File: src/rtl/johnson_pkg.sv
// rtl/johnson_pkg.sv - shared types and Johnson-code helpers for the decoder monitor
package johnson_pkg;

    typedef enum logic {
        ACQUIRE = 1'b0,
        LOCKED  = 1'b1
    } jstate_e;

    // Helpers take words zero-extended to this width plus the live width.
    localparam int JC_MAXW = 64;

    function automatic logic [JC_MAXW-1:0] low_mask(input int w);
        logic [JC_MAXW-1:0] m;
        m = (w >= JC_MAXW) ? '1 : ((JC_MAXW'(1) << w) - JC_MAXW'(1));
        return m;
    endfunction

    function automatic int popcount(input logic [JC_MAXW-1:0] v, input int w);
        return $countones(v & low_mask(w));
    endfunction

    // A legal word is a run of ones (MSB=0) or zeros (MSB=1) anchored at the LSB.
    function automatic logic johnson_legal(input logic [JC_MAXW-1:0] c, input int w);
        logic [JC_MAXW-1:0] sh;
        logic [JC_MAXW-1:0] t;
        sh = c >> (w - 1);
        t  = sh[0] ? (~c & low_mask(w)) : (c & low_mask(w));
        return (t & (t + JC_MAXW'(1))) == '0;
    endfunction

endpackage

File: src/rtl/johnson_decode.sv
// rtl/johnson_decode.sv - combinational Johnson legality check and index decode
module johnson_decode
    import johnson_pkg::*;
#(
    parameter int N = 4,
    localparam int IW = $clog2(2 * N)
) (
    input  logic [N-1:0]  jc_in,
    output logic          legal,
    output logic [IW-1:0] idx
);

    localparam int IW1 = IW + 1;

    logic [JC_MAXW-1:0] cw;
    logic [IW1-1:0]     pc;
    logic [IW1-1:0]     dec;

    assign cw    = JC_MAXW'(jc_in);
    assign pc    = IW1'(popcount(cw, N));
    // Second half of the cycle counts down as the zeros fill in from the LSB.
    assign dec   = jc_in[N-1] ? (IW1'(2 * N) - pc) : pc;
    assign idx   = dec[IW-1:0];
    assign legal = johnson_legal(cw, N);

endmodule

File: src/rtl/johnson_decoder_monitor.sv
// rtl/johnson_decoder_monitor.sv - Johnson decode, sequence lock and error counting
module johnson_decoder_monitor
    import johnson_pkg::*;
#(
    parameter int N          = 4,
    parameter int LOCK_CNT   = 4,
    parameter int ALLOW_HOLD = 1,
    parameter int ECW        = 8,
    localparam int IW        = $clog2(2 * N)
) (
    input  logic           clk,
    input  logic           rst_n,
    input  logic           jc_valid,
    input  logic [N-1:0]   jc_in,
    input  logic           err_clr,
    output logic [IW-1:0]  idx,
    output logic           idx_valid,
    output logic           locked,
    output logic           illegal_err,
    output logic           seq_err,
    output logic [ECW-1:0] err_cnt
);

    localparam logic [7:0]    LOCK_MAX = 8'(LOCK_CNT);
    localparam logic [IW-1:0] IDX_LAST = IW'(2 * N - 1);

    jstate_e        state_q, state_d;
    logic [IW-1:0]  idx_q, idx_d;
    logic           idx_valid_q, idx_valid_d;
    logic           have_ref_q, have_ref_d;
    logic [7:0]     good_q, good_d;
    logic           illegal_q, illegal_d;
    logic           seq_q, seq_d;
    logic [ECW-1:0] err_q, err_d;

    logic           dec_legal;
    logic [IW-1:0]  dec_idx;
    logic [IW-1:0]  idx_inc;
    logic           good_step;
    logic           err_event;

    johnson_decode #(.N(N)) u_decode (
        .jc_in (jc_in),
        .legal (dec_legal),
        .idx   (dec_idx)
    );

    assign idx_inc   = (idx_q == IDX_LAST) ? '0 : idx_q + IW'(1);
    assign good_step = have_ref_q &&
                       ((dec_idx == idx_inc) || ((ALLOW_HOLD != 0) && (dec_idx == idx_q)));

    always_comb begin
        state_d     = state_q;
        idx_d       = idx_q;
        idx_valid_d = 1'b0;
        have_ref_d  = have_ref_q;
        good_d      = good_q;
        illegal_d   = 1'b0;
        seq_d       = 1'b0;
        if (jc_valid) begin
            if (dec_legal) begin
                idx_d       = dec_idx;
                idx_valid_d = 1'b1;
                have_ref_d  = 1'b1;
                if (good_step) begin
                    good_d = (good_q >= LOCK_MAX) ? LOCK_MAX : good_q + 8'd1;
                    if (good_d == LOCK_MAX) begin
                        state_d = LOCKED;
                    end
                end else begin
                    good_d = 8'd0;
                    if (state_q == LOCKED) begin
                        seq_d   = 1'b1;
                        state_d = ACQUIRE;
                    end
                end
            end else begin
                illegal_d  = 1'b1;
                have_ref_d = 1'b0;
                good_d     = 8'd0;
                state_d    = ACQUIRE;
            end
        end
    end

    assign err_event = illegal_d | seq_d;

    // A clear that coincides with a fresh error still records that error.
    always_comb begin
        err_d = err_q;
        if (err_clr) begin
            err_d = err_event ? ECW'(1) : '0;
        end else if (err_event && (err_q != '1)) begin
            err_d = err_q + ECW'(1);
        end
    end

    always_ff @(posedge clk) begin
        if (!rst_n) begin
            state_q     <= ACQUIRE;
            idx_q       <= '0;
            idx_valid_q <= 1'b0;
            have_ref_q  <= 1'b0;
            good_q      <= 8'd0;
            illegal_q   <= 1'b0;
            seq_q       <= 1'b0;
            err_q       <= '0;
        end else begin
            state_q     <= state_d;
            idx_q       <= idx_d;
            idx_valid_q <= idx_valid_d;
            have_ref_q  <= have_ref_d;
            good_q      <= good_d;
            illegal_q   <= illegal_d;
            seq_q       <= seq_d;
            err_q       <= err_d;
        end
    end

    assign idx         = idx_q;
    assign idx_valid   = idx_valid_q;
    assign locked      = (state_q == LOCKED);
    assign illegal_err = illegal_q;
    assign seq_err     = seq_q;
    assign err_cnt     = err_q;

endmodule
File: config.mk
export PLATFORM = sky130hd
export DESIGN_NAME = johnson_decoder_monitor
export DESIGN_NICKNAME = d
export VERILOG_FILES = /design/src/rtl/johnson_pkg.sv /design/src/rtl/johnson_decode.sv /design/src/rtl/johnson_decoder_monitor.sv
export SDC_FILE = /design/constraint.sdc
export NUM_CORES = 1
export LEC_CHECK = 0
export ABC_CLOCK_PERIOD_IN_PS = 3200
export CAP_MARGIN = 20
export CORE_MARGIN = 3
export CORE_UTILIZATION = 46
export DETAILED_ROUTE_END_ITERATION = 8
export HOLD_SLACK_MARGIN = 0.15
export MAX_ROUTING_LAYER = met4
export PLACE_DENSITY_LB_ADDON = 0.2
export SKIP_CTS_REPAIR_TIMING = 1
export SYNTH_ARGS = -nofsm -noshare
export SYNTH_HDL_FRONTEND = slang
export SYNTH_SLANG_ARGS = --single-unit
File: constraint.sdc
create_clock -name clk -period 3.2 [get_ports clk]
set_input_delay 0.32 -clock clk [delete_from_list [all_inputs] [get_ports clk]]
set_output_delay 0.32 -clock clk [all_outputs]
set_load 0.05 [all_outputs]
==> results_dict.tcl <==
set metrics [dict create \
    cts-htree-levels 1 \
    routedWlPerCell_um 14.0 \
    vdd_drop_max_uv 388 \
    route.met3.wl_um 178 \
    final_antenna_net_count 0 \
    seqPwrFrac 0.434 \
    setup_ws_ns 0.102 \
    startpoint_type "input pin" \
    clkTransAtPathRegs_ns 0.14 \
    grt_pass1_wl_um 4790 \
    synth_fp_nets 161 \
    antennaDiodeCount 0 \
    avgSynthCellArea_um2 8.90 \
    final_cell_mix "dfxtp_1, clkdlybuf4s50_1, nand2_1" \
    place_ws_ns -0.705 \
    worstPathRequired_ns 3.47 \
    top_layer "met4" \
    setup_violations 0 \
    wl_met2_um 1450 \
    design_area_mm2 0.00171 \
    wl_met1_um 1300 \
    status "complete, no violations" \
    power.internal_w 0.000527 \
    area_growth_pct 33.7 \
    cp_num_buf_inv 4 \
    die_h_um 58.8 \
    io_pins 23 \
    r2r_slack_ns 0.73 \
    slew_violations 0 \
    yosysSeqAreaShare 0.375 \
    max_slew_margin 0.663 \
    fillers 224 \
    row_count 18 \
    worstPathCellList "dlymetal6s2s_1 > inv_2 > fa_1 > inv_1 > ha_1 > ha_1 > inv_1 > ha_1 > and2b_2 > xnor3_1 > and4_4 > o31a_4 > or4_4 > a21oi_2" \
    worst_pin_slew_ns 0.505 \
    dieArea_mm2 0.00345 \
    fin_util 0.667 \
    synth.distinct_cells 34 \
    p_per_area_mw_per_mm2 422 \
    crit_fanout 5 \
    ys_ff_latch 24 \
    gr-usage-all-layers 0.180 \
    layout.nets 199 \
    routed_wl_um 2950 \
    path_class "input pin to register" \
    die_w_um 58.8 \
    cts_buffers 3 \
    firstDrtPassIters 4 \
    grt_overflow 0 \
    place_area_mm2 0.00161 \
    cts_tree "done" \
    postSynthCellCount 144 \
    seq_area_um2 480 \
    period_share 0.968 \
    fin_skew_ns 0.0102 \
    layout_min_cycle_time_ns 3.10 \
    grt_pass1_vias 1124 \
    final_layout_size_suffix_gt1_frac 0.177 \
    vias 1158 \
    switching_share 0.271 \
    hold_class "register to register" \
    arrival_ns 3.36 \
    max_stage_delay_ns 0.51 \
    final_common_cell "dfxtp_1" \
    grt_max_degree 15 \
    slowest_stage "fa_1" \
    maxCapViolations 0 \
    drc_errors 0 \
    synth_warnings 0 \
    clock-sinks 24 \
    antenna_found_initial 0 \
    syn_area_mm2 0.00128 \
    viasPerCell 5.49 \
    fmax_ghz 0.323 \
    finalHoldViolCount 0 \
    port_buffers 22 \
    initialDrtViolationCount 49 \
    multi_input_area_um2 783 \
    setup_tns_ns 0 \
    post-dp-hpwl_um 2120 \
    gp_congestion 0.805 \
    fp.coreArea_mm2 0.00257 \
    crit_path_end_kind "register" \
    p_comb_frac 0.264 \
    cts_buffer_depth 2 \
    cp_top_family "adder cells" \
    pwr-share-clk 0.303 \
    path_common_cell "ha_1" \
    switchingPower_w 0.000196 \
    cts_root_buf "clkbuf_4" \
    start_util 0.499 \
    clk_latency_ns 0.32 \
    leakagePower_nw 0.740 \
]
[cell families (layout without fill, tap and decap cells)]
family          Yosys count  after routing  share of synthesized area
buf+inv                  15             51                     0.0439
flops                    24             24                      0.375
compound gates           33             34                      0.179
mux                       4              4                     0.0352
simple gates             51             51                      0.208
fa+ha+maj                 9              9                     0.0938
xor+xnor                  8              8                     0.0654
[metrics by stage]
stage,hold WS (ns),total power [W],cells
2_1_floorplan,0.410,0.000434,144
3_3_place_gp,0.444,0.000489,205
3_5_place_dp,0.446,0.000494,205
4_1_cts,0.472,0.000710,209
5_1_grt,0.494,0.000756,211
6_report,0.469,0.000723,211
[state kept, by name, summed over array words and instances (netlist names)]
signal / cells
locked: 1
seq_err: 1
idx_valid: 1
good_q: 8
have_ref_q: 1
illegal_err: 1
err_cnt: 8
idx: 3
[cells in the mapped netlist (all sizes together)]
| cell type | number | area share |
|---|---|---|
| a21oi | 6 | 0.023 |
| a31oi | 5 | 0.024 |
| a41o | 2 | 0.016 |
| and2 | 6 | 0.029 |
| and2b | 1 | 0.0068 |
| and3 | 3 | 0.015 |
| and4 | 1 | 0.0088 |
| clkbuf | 2 | 0.0059 |
| dfxtp | 24 | 0.37 |
| fa | 1 | 0.016 |
| ha | 8 | 0.078 |
| inv | 13 | 0.038 |
| mux2 | 1 | 0.0088 |
| mux2i | 3 | 0.026 |
| nand2 | 16 | 0.047 |
| nand2b | 2 | 0.0098 |
| nand3 | 3 | 0.012 |
| nor2 | 8 | 0.023 |
| nor2b | 4 | 0.020 |
| nor3 | 1 | 0.0039 |
| nor4 | 2 | 0.0098 |
| o211a | 2 | 0.016 |
| o211ai | 1 | 0.0059 |
| o21a | 1 | 0.0059 |
| o21ai | 8 | 0.031 |
| o31a | 1 | 0.014 |
| o31ai | 5 | 0.029 |
| o41ai | 2 | 0.014 |
| or3 | 1 | 0.0059 |
| or4 | 3 | 0.018 |
| xnor2 | 7 | 0.048 |
| xnor3 | 1 | 0.018 |
[area by class of cell]
cell class                      instances  share of cell area
Clock buffer                            3              0.0131
Multi-Input combinational cell        106               0.457
Tap cell                               30              0.0219
Sequential cell                        24               0.280
Inverter                               13              0.0285
Clock inverter                          1              0.0175
Timing Repair Buffer                   34               0.181
[worst min-delay path, cell delays in order, from the launching register on]
cell and delay (ns):
dfxtp_1 0.34, nand2_1 0.05, o31ai_1 0.05
[final timing paths]
path              startpoint          to  cells past startpoint
hold / removal     good_q[2]   good_q[2]                      2
setup reg to reg      idx[0]  err_cnt[7]                      7
hold reg to reg    good_q[2]   good_q[2]                      2
setup / recovery    jc_in[3]  err_cnt[7]                     14
[layer usage]
layer	track usage	vias to the layer above
met5	-	-
met4	0.0388	0
met3	0.0461	4
met2	0.306	35
met1	0.215	529
li1	-	590
[power groups by stage]
stage | registers, W | clock network (W) | logic, W
after floorplan | 0.000340 | 0 | 0.0000940
after global placement | 0.000320 | 0 | 0.000169
after detailed placement | 0.000320 | 0 | 0.000174
after CTS | 0.000313 | 0.000222 | 0.000175
after global routing | 0.000314 | 0.000233 | 0.000209
final | 0.000313 | 0.000219 | 0.000191
Power figures use the tool's default switching activity.
